--- src/rtl/alu_result_stage_if.sv ---
// Handshake bundle between the ALU units, the result stage and accumulator writeback.
// The stage uses the slave side; the upstream/downstream driver uses the master side.
interface alu_result_stage_if #(
  parameter int WIDTH = 8,
  parameter int CNT_W = 8
);
  logic             in_valid;
  logic             in_ready;
  logic [1:0]       op;
  logic [WIDTH-1:0] Out0;
  logic [WIDTH-1:0] Out1;
  logic [WIDTH-1:0] Out2;
  logic [WIDTH-1:0] Out3;
  logic             carry_in;
  logic             out_valid;
  logic             out_ready;
  logic [WIDTH-1:0] Result;
  logic             Zero;
  logic             Neg;
  logic             Carry;
  logic [CNT_W-1:0] txn_count;

  modport master (
    output in_valid, op, Out0, Out1, Out2, Out3, carry_in, out_ready,
    input  in_ready, out_valid, Result, Zero, Neg, Carry, txn_count
  );

  modport slave (
    input  in_valid, op, Out0, Out1, Out2, Out3, carry_in, out_ready,
    output in_ready, out_valid, Result, Zero, Neg, Carry, txn_count
  );
endinterface

--- src/rtl/alu_result_stage.sv ---
// Selects one ALU unit result per opcode, adds Zero/Neg/Carry flags and buffers it in a 2-entry skid buffer.
// Latency 1 cycle, 1 beat/cycle; in_ready is registered and drops only when both entries are full.
module alu_result_stage #(
  parameter int WIDTH = 8,
  parameter int CNT_W = 8
) (
  input  logic               clk,
  input  logic               rst_n,
  alu_result_stage_if.slave  bus
);

  typedef struct packed {
    logic [WIDTH-1:0] res;
    logic             zero;
    logic             neg;
    logic             carry;
  } entry_t;

  typedef enum logic [1:0] {EMPTY, ONE, TWO} state_t;

  state_t           state;
  entry_t           head;
  entry_t           tail;
  entry_t           new_entry;
  logic             out_valid_q;
  logic             in_ready_q;
  logic [CNT_W-1:0] count;
  logic [WIDTH-1:0] sel;
  logic             acc;
  logic             deq;

  always_comb begin
    sel = '0;
    case (bus.op)
      2'b00:   sel = bus.Out0;
      2'b01:   sel = bus.Out1;
      2'b10:   sel = bus.Out2;
      default: sel = bus.Out3;
    endcase
    new_entry.res   = sel;
    new_entry.zero  = ~|sel;
    new_entry.neg   = sel[WIDTH-1];
    // Only the adder/subtractor produce a meaningful carry.
    new_entry.carry = ~bus.op[1] & bus.carry_in;
  end

  assign acc = bus.in_valid & in_ready_q;
  assign deq = out_valid_q & bus.out_ready;

  always_ff @(posedge clk or negedge rst_n) begin
    if (!rst_n) begin
      state       <= EMPTY;
      head        <= '0;
      tail        <= '0;
      out_valid_q <= 1'b0;
      in_ready_q  <= 1'b1;
      count       <= '0;
    end else begin
      if (deq) begin
        count <= count + 1'b1;
      end
      case (state)
        EMPTY: begin
          if (acc) begin
            head        <= new_entry;
            state       <= ONE;
            out_valid_q <= 1'b1;
          end
        end
        ONE: begin
          if (acc && !deq) begin
            tail       <= new_entry;
            state      <= TWO;
            in_ready_q <= 1'b0;
          end else if (!acc && deq) begin
            state       <= EMPTY;
            out_valid_q <= 1'b0;
          end else if (acc && deq) begin
            head <= new_entry;
          end
        end
        TWO: begin
          if (deq) begin
            head       <= tail;
            state      <= ONE;
            in_ready_q <= 1'b1;
          end
        end
        default: begin
          state       <= EMPTY;
          out_valid_q <= 1'b0;
          in_ready_q  <= 1'b1;
        end
      endcase
    end
  end

  assign bus.in_ready  = in_ready_q;
  assign bus.out_valid = out_valid_q;
  assign bus.Result    = head.res;
  assign bus.Zero      = head.zero;
  assign bus.Neg       = head.neg;
  assign bus.Carry     = head.carry;
  assign bus.txn_count = count;

endmodule

--- src/flat_wrapper.sv ---
// flat-port wrapper written by rule: the top's interface ports become plain ports
module alu_result_stage_flat 
#(
  parameter int WIDTH = 8,
  parameter int CNT_W = 8
)
  (clk, rst_n, bus_in_valid, bus_op, bus_Out0, bus_Out1, bus_Out2, bus_Out3, bus_carry_in, bus_out_ready, bus_in_ready, bus_out_valid, bus_Result, bus_Zero, bus_Neg, bus_Carry, bus_txn_count);
  alu_result_stage_if #(.WIDTH(WIDTH), .CNT_W(CNT_W)) bus_i ();
  input  logic clk;
  input  logic rst_n;
  input wire logic [$bits(bus_i.in_valid)-1:0] bus_in_valid;
  input wire logic [$bits(bus_i.op)-1:0] bus_op;
  input wire logic [$bits(bus_i.Out0)-1:0] bus_Out0;
  input wire logic [$bits(bus_i.Out1)-1:0] bus_Out1;
  input wire logic [$bits(bus_i.Out2)-1:0] bus_Out2;
  input wire logic [$bits(bus_i.Out3)-1:0] bus_Out3;
  input wire logic [$bits(bus_i.carry_in)-1:0] bus_carry_in;
  input wire logic [$bits(bus_i.out_ready)-1:0] bus_out_ready;
  output wire logic [$bits(bus_i.in_ready)-1:0] bus_in_ready;
  output wire logic [$bits(bus_i.out_valid)-1:0] bus_out_valid;
  output wire logic [$bits(bus_i.Result)-1:0] bus_Result;
  output wire logic [$bits(bus_i.Zero)-1:0] bus_Zero;
  output wire logic [$bits(bus_i.Neg)-1:0] bus_Neg;
  output wire logic [$bits(bus_i.Carry)-1:0] bus_Carry;
  output wire logic [$bits(bus_i.txn_count)-1:0] bus_txn_count;
  assign bus_i.in_valid = bus_in_valid;
  assign bus_i.op = bus_op;
  assign bus_i.Out0 = bus_Out0;
  assign bus_i.Out1 = bus_Out1;
  assign bus_i.Out2 = bus_Out2;
  assign bus_i.Out3 = bus_Out3;
  assign bus_i.carry_in = bus_carry_in;
  assign bus_i.out_ready = bus_out_ready;
  assign bus_in_ready = bus_i.in_ready;
  assign bus_out_valid = bus_i.out_valid;
  assign bus_Result = bus_i.Result;
  assign bus_Zero = bus_i.Zero;
  assign bus_Neg = bus_i.Neg;
  assign bus_Carry = bus_i.Carry;
  assign bus_txn_count = bus_i.txn_count;
  alu_result_stage #(.WIDTH(WIDTH), .CNT_W(CNT_W)) u_core (.clk(clk), .rst_n(rst_n), .bus(bus_i));
endmodule
--- config.mk ---
export PLATFORM = sky130hd
export DESIGN_NAME = alu_result_stage_flat
export DESIGN_NICKNAME = d
export VERILOG_FILES = /design/src/rtl/alu_result_stage_if.sv /design/src/rtl/alu_result_stage.sv /design/src/flat_wrapper.sv
export SDC_FILE = /design/constraint.sdc
export NUM_CORES = 1
export LEC_CHECK = 0
export ABC_CLOCK_PERIOD_IN_PS = 2000
export BUFFER_PORTS_ARGS = -buffer_cell sky130_fd_sc_hd__buf_2
export CAP_MARGIN = 25
export CORE_UTILIZATION = 36
export CTS_CLUSTER_SIZE = 8
export DETAILED_ROUTE_END_ITERATION = 16
export PLACE_DENSITY = 0.69
export SLEW_MARGIN = 20
export SYNTH_ARGS = -nofsm -noshare
export SYNTH_HDL_FRONTEND = slang
export SYNTH_SLANG_ARGS = --single-unit
--- constraint.sdc ---
create_clock -name clk -period 2 [get_ports clk]
set_clock_uncertainty 0.15 [all_clocks]
set_input_delay 0.1 -clock clk [delete_from_list [all_inputs] [get_ports clk]]
set_output_delay 0.1 -clock clk [all_outputs]
set_load 0.005 [all_outputs]
### Yosys cells after proc, flatten, opt, wreduce, memory -nomap -nowiden

Cells that the tools add are included.
Widths: inputs -> output; s select.

| word-level totals | value |
|---|---|
| register bits after elaboration | 34 |
| word-level logic and storage cells | 65 |
| input bits | 39 |

| operators by class | value |
|---|---|
| bitwise logic cells | 6 |
| add/subtract/negate cells | 1 |
| reduce and logical (&&, ||, !) cells | 15 |
| muxes and demuxes | 19 |
| equal/unequal tests | 12 |

Operator list:

| operator | number |
|---|---|
| $mux 11 | 5 |
| $pmux 11 s3 | 1 |
| $pmux 8 s3 | 1 |
| $ne 2x1->1 const B | 5 |
| $add 8x1->8 const B | 1 |
| $mux 2 | 4 |
| $reduce_or 8->1 | 1 |
| $pmux 1 s3 | 2 |
| $pmux 2 s3 | 1 |
| $reduce_and 3->1 | 2 |
| $reduce_and 6->1 | 1 |
| $mux 1 | 5 |
| $eq 2x1->1 const B | 2 |
| $eq 2x2->1 const B | 2 |
| $logic_not 2->1 | 2 |
| $ne 2x2->1 const B | 2 |
| $reduce_and 4->1 | 1 |
| $and 1x1->1 | 3 |
| $logic_and 1x1->1 | 3 |
| $logic_not 1->1 | 3 |
| $ne 3x1->1 const B | 1 |
| $not 1->1 | 3 |
| $reduce_bool 3->1 | 1 |
| $reduce_and 2->1 | 1 |

### Depth between registers and ports, before layout

| depth | value |
|---|---|
| word-level depth | 8 |
| gate-level depth with buffers | 5 |
| depth with buffers taken out | 5 |

### Worst setup path after synthesis

Ideal clock, no wire load.

| path | value |
|---|---|
| path type | flip-flop to flip-flop |
| start point | reg u_core.state[1] |
| end point | reg u_core.head (netlist bit u_core.bus.Carry) |
| data required time | 1.725 ns |
| library setup time | 0.125 ns |
| slack | 0.266 ns |
| arrival | 1.459 ns |
| cell stages (with the launch flop) | 5 |
| clock period less this slack | 1.734 ns |
| path through | dfrtp_1 and3b_1 o21ba_2 a21oi_4 mux2_2 |

| on the way | value |
|---|---|
| cells in the longest elaborated chain, start to end | 3 |
| elaborated cells between the ends (all ways) | 11 |
| classes of those cells | 7 x eq/ne; 1 x mux; 3 x reduce/logical |

Ends and longest elaborated chain:

| item | RTL line | source |
|---|---|---|
| from (decl) | alu_result_stage.sv:21 | `state_t state;` |
| from (signal assigned) | alu_result_stage.sv:52 | `state <= EMPTY;` |
| from (signal assigned) | alu_result_stage.sv:66 | `state <= ONE;` |
| from (signal assigned) | alu_result_stage.sv:73 | `state <= TWO;` |
| $eq 2x1->1, or another cell as far along | alu_result_stage.sv:62 | `case (state)` |
| $ne 2x2->1 (no source line), or another cell as far along | - |  |
| $reduce_and 6->1 (no source line) | - |  |
| to (signal assigned) | alu_result_stage.sv:65 | `head <= new_entry;` |
| to (signal assigned) | alu_result_stage.sv:79 | `head <= new_entry;` |
| to (signal assigned) | alu_result_stage.sv:84 | `head <= tail;` |
| to (decl) | alu_result_stage.sv:22 | `entry_t head;` |

Parallel ways exist; a longest one is shown, timed or not.
A chain may end at the register's enable or synchronous reset.

### Worst setup path in the final report

| path | value |
|---|---|
| start point | in bus_out_ready |
| end point | reg u_core.head (netlist bit u_core.bus.Carry) |

| on the way | value |
|---|---|
| cells in the longest elaborated chain, start to end | 5 |
| elaborated cells between the ends (all ways) | 10 |
| classes of those cells | 4 x eq/ne; 1 x bitwise; 5 x reduce/logical |

Ends and longest elaborated chain:

| item | RTL line | source |
|---|---|---|
| from (decl) | flat_wrapper.sv:18 | `input wire logic [$bits(bus_i.out_ready)-1:0] bus_out_ready;` |
| $and 1x1->1 (*) | alu_result_stage.sv:48 | `assign deq = out_valid_q & bus.out_ready;` |
| $logic_not 1->1 | alu_result_stage.sv:71 | `if (acc && !deq) begin` |
| $logic_and 1x1->1 | alu_result_stage.sv:71 |  |
| $ne 2x2->1 (no source line) | - |  |
| $reduce_and 6->1 (no source line) (*) | - |  |

Every way passes the cells marked *; elsewhere a longest branch is shown, timed or not.

==> metrics.yaml <==
status: "completed"
synth_compound_area_share_pct: 4.69
slew_viol_final: 0
start_util_pct: 37.7
period_needed_ns: 1.86
critPathSlowestCell: "dlygate4sd3_1"
cts.repair.resized: 0
drtAntennaViolNets: 0
synth_common_cells: "dfrtp_1, mux2_2, nand2_1"
cts_max_path_buffers: 2
grt_pass1_vias: 1281
p_seq_share_pct: 51.3
cp_top_family: "buffers and inverters"
num_vias: 1227
fp.dieW_um: 69.8
synth.distinct_cells: 32
setup_tns_ns: 0
synthToLayoutAreaGrowth_pct: 29.8
postSynthCellCount: 126
async_flop_share_pct: 100
finalCritPeriodShare_pct: 93.0
num_rows: 24
crit_cells: 6
hpwl_um: 2480
syn_nets: 166
drv_cap: 0
p_sw_mw: 0.281
synth_xor_area_share_pct: 3.71
slew_headroom_pct: 52.6
die_h_um: 69.8
yosysTopAreaCellShare_pct: 46.9
hold_viol: 0
clock_latency_ns: 0.28
drtPass1Iterations: 4
swShare_pct: 22.3
htree_levels: 2
io_buffers: 59
path_buf_inv: 2
power.share.clock_pct: 39.9
peakVddDrop_mv: 0.273
drt-total-wl_um: 3240
coreArea_um2: 4380
cts.sinks: 32
synth_edf_count: 0
gp_congestion: 0.784
clk_pin_slew_worst_paths_ns: 0.06
setup_violations: 0
yosys_warnings: 0
endpoint: "u_core.bus.Carry"
cts_tree: "built"
rsz0062_at_grt: "no"
hold_path.startpoint: "bus_in_valid"
tightest_slew_ns: 0.710
synth_simple_gate_area_share_pct: 10.6
worstSetupStartpointType: "input pin"
cp-end-kind: "flip-flop"
synth_top_family_by_area: "multiplexers"
yosysMostFrequentCell: "dfrtp_1"
synth_area_leader_cell: "dfrtp_1"
holdWs_ns: 0.0398
n_fill_cell: 415
synth-seq-area-share_pct: 48.5
syn_area_um2: 1650
hp-class: "in2reg"
io_pins: 60
cts_root_buf: "clkbuf_8"
drt_iter0_markers: 27
ys_ff_latch: 32
track_usage_pct: 15.2
p_int_mw: 0.981
fmax_mhz: 537
combPwrFrac_pct: 8.8
ys.flop_type: "dfrtp_1"
overflow: 0
required_ns: 2.01
r2r_setup_slack_ns: 0.16
power_density_nw_per_um2: 588
worstRegToRegCells: 4
critPathMaxStageDelay_ns: 0.54
r2r_end: "u_core.bus.Carry"
syn_avg_cell_area_um2: 13.1
drc: 0
muxShareOfSynthArea_pct: 29.1
criticalPathCategory: "in2reg"
synth_fa_ha_area_share_pct: 0.756
worstPathMaxFanout: 10
drive_gt1_share_pct: 55.9
n_antenna_cell: 0
critPathLaunch: "bus_out_ready"
antenna_found_initial: 0
leakage_nw: 1.12
avgRoutedWirePerCell_um: 13.1
routed_via_density: 4.97
cp.arrival_ns: 1.88
dieArea_um2: 4870
grt_pass1_wl_um: 5650
synth.area.top_cells: "dfrtp_1, mux2_2, mux4_2"
timing.rr.start: "u_core.state[1]"
crit_chain: "dlygate4sd3_1 > buf_2 > and3_1 > o21ba_2 > a21oi_4 > mux2_2"
final_nets: 234
grt_max_degree: 33
numCtsBuffers: 5
[through the flow]
stage	total power [mW]	util (%)	std cells	area, um2	setup slack (ns)
6_report	1.26	49.0	247	2150	0.139
5_1_grt	1.33	49.0	247	2150	0.0679
4_1_cts	1.29	49.0	247	2150	0.121
3_5_place_dp	0.768	46.2	236	2020	0.158
3_3_place_gp	0.765	46.2	236	2020	0.203
2_1_floorplan	0.713	-	126	1650	0.266
[cell type report]
cell class	count	area (um2)	share of cell area (%)
inverters	3	11.3	0.524
repair buffers	66	368	17.1
clock buffers	6	82.6	3.85
well taps	52	65.1	3.03
clock inverters	2	10.0	0.466
multi-input cells	86	808	37.6
flip-flops and latches	32	802	37.4
[metal layers]
layer / vias up / track usage, % / wire length (um)
met2: 56 / 25.4 / 1600
met1: 579 / 17.2 / 1360
met4: 0 / 6.00 / 24
li1: 588 / - / -
met3: 4 / 5.96 / 247
met5: - / 0 / 0
[power by group through the flow]
stage / registers [mW] / clock network [mW] / logic (mW)
global placement: 0.659 / 0 / 0.106
detailed placement: 0.659 / 0 / 0.109
floorplan: 0.659 / 0 / 0.0537
finish: 0.647 / 0.503 / 0.111
global route: 0.647 / 0.557 / 0.123
CTS: 0.647 / 0.528 / 0.113
[worst reg2reg max path, cell delays in order (launching register included)]
cell and delay [ns]:
dfrtp_1 0.42, and3b_1 0.21, o21ba_2 0.24, a21oi_4 0.33, mux2_2 0.39
[worst min path at each step]
stage,cells after the start,end,slack (ns)
6_report,4,u_core.bus.in_ready,0.04
5_1_grt,4,u_core.bus.in_ready,0.06
4_1_cts,4,u_core.bus.in_ready,0.04
3_5_place_dp,1,u_core.bus.txn_count[2],0.05
3_3_place_gp,1,u_core.bus.txn_count[0],0.04
2_1_floorplan,0,u_core.bus.Carry,-0.35
[sequential cells by signal (all words and copies together) (netlist names)]
| signal | cells |
|---|---|
| u_core.bus.Neg | 1 |
| u_core.bus.out_valid | 1 |
| u_core.tail | 10 |
| u_core.bus.Carry | 1 |
| u_core.bus.Result | 7 |
| u_core.bus.Zero | 1 |
| u_core.state | 2 |
| u_core.bus.txn_count | 8 |
| u_core.bus.in_ready | 1 |
[logic make-up after synthesis]
kind of cell    count (synthesis)
flops                          32
simple gates                   32
mux                            35
buf+inv                         8
compound gates                 11
fa+ha+maj                       1
xor+xnor                        7
[timing repair]
item	4_1_cts	5_1_grt
hold endpoints to repair	33	0
hold buffers	3	0
buffers inserted	0	0
[layout by cell type, fill, tap and decap left out, types with 2 or more instances in the layout]
master         netlist  routed
buf_2                2      59
dfrtp_1             31      31
mux2_2              25      25
nand2_1             11      11
mux4_2               8       8
nand3_1              7       7
clkbuf_8             0       6
nor2_1               5       5
xnor2_1              4       4
inv_1                3       3
o21ai_0              3       3
xor2_1               3       3
dlygate4sd3_1        0       3
buf_4                1       3
nand2b_1             2       2
mux2i_1              2       2
a21oi_1              2       2
clkinv_2             0       2
Power figures use the tool's default switching activity.
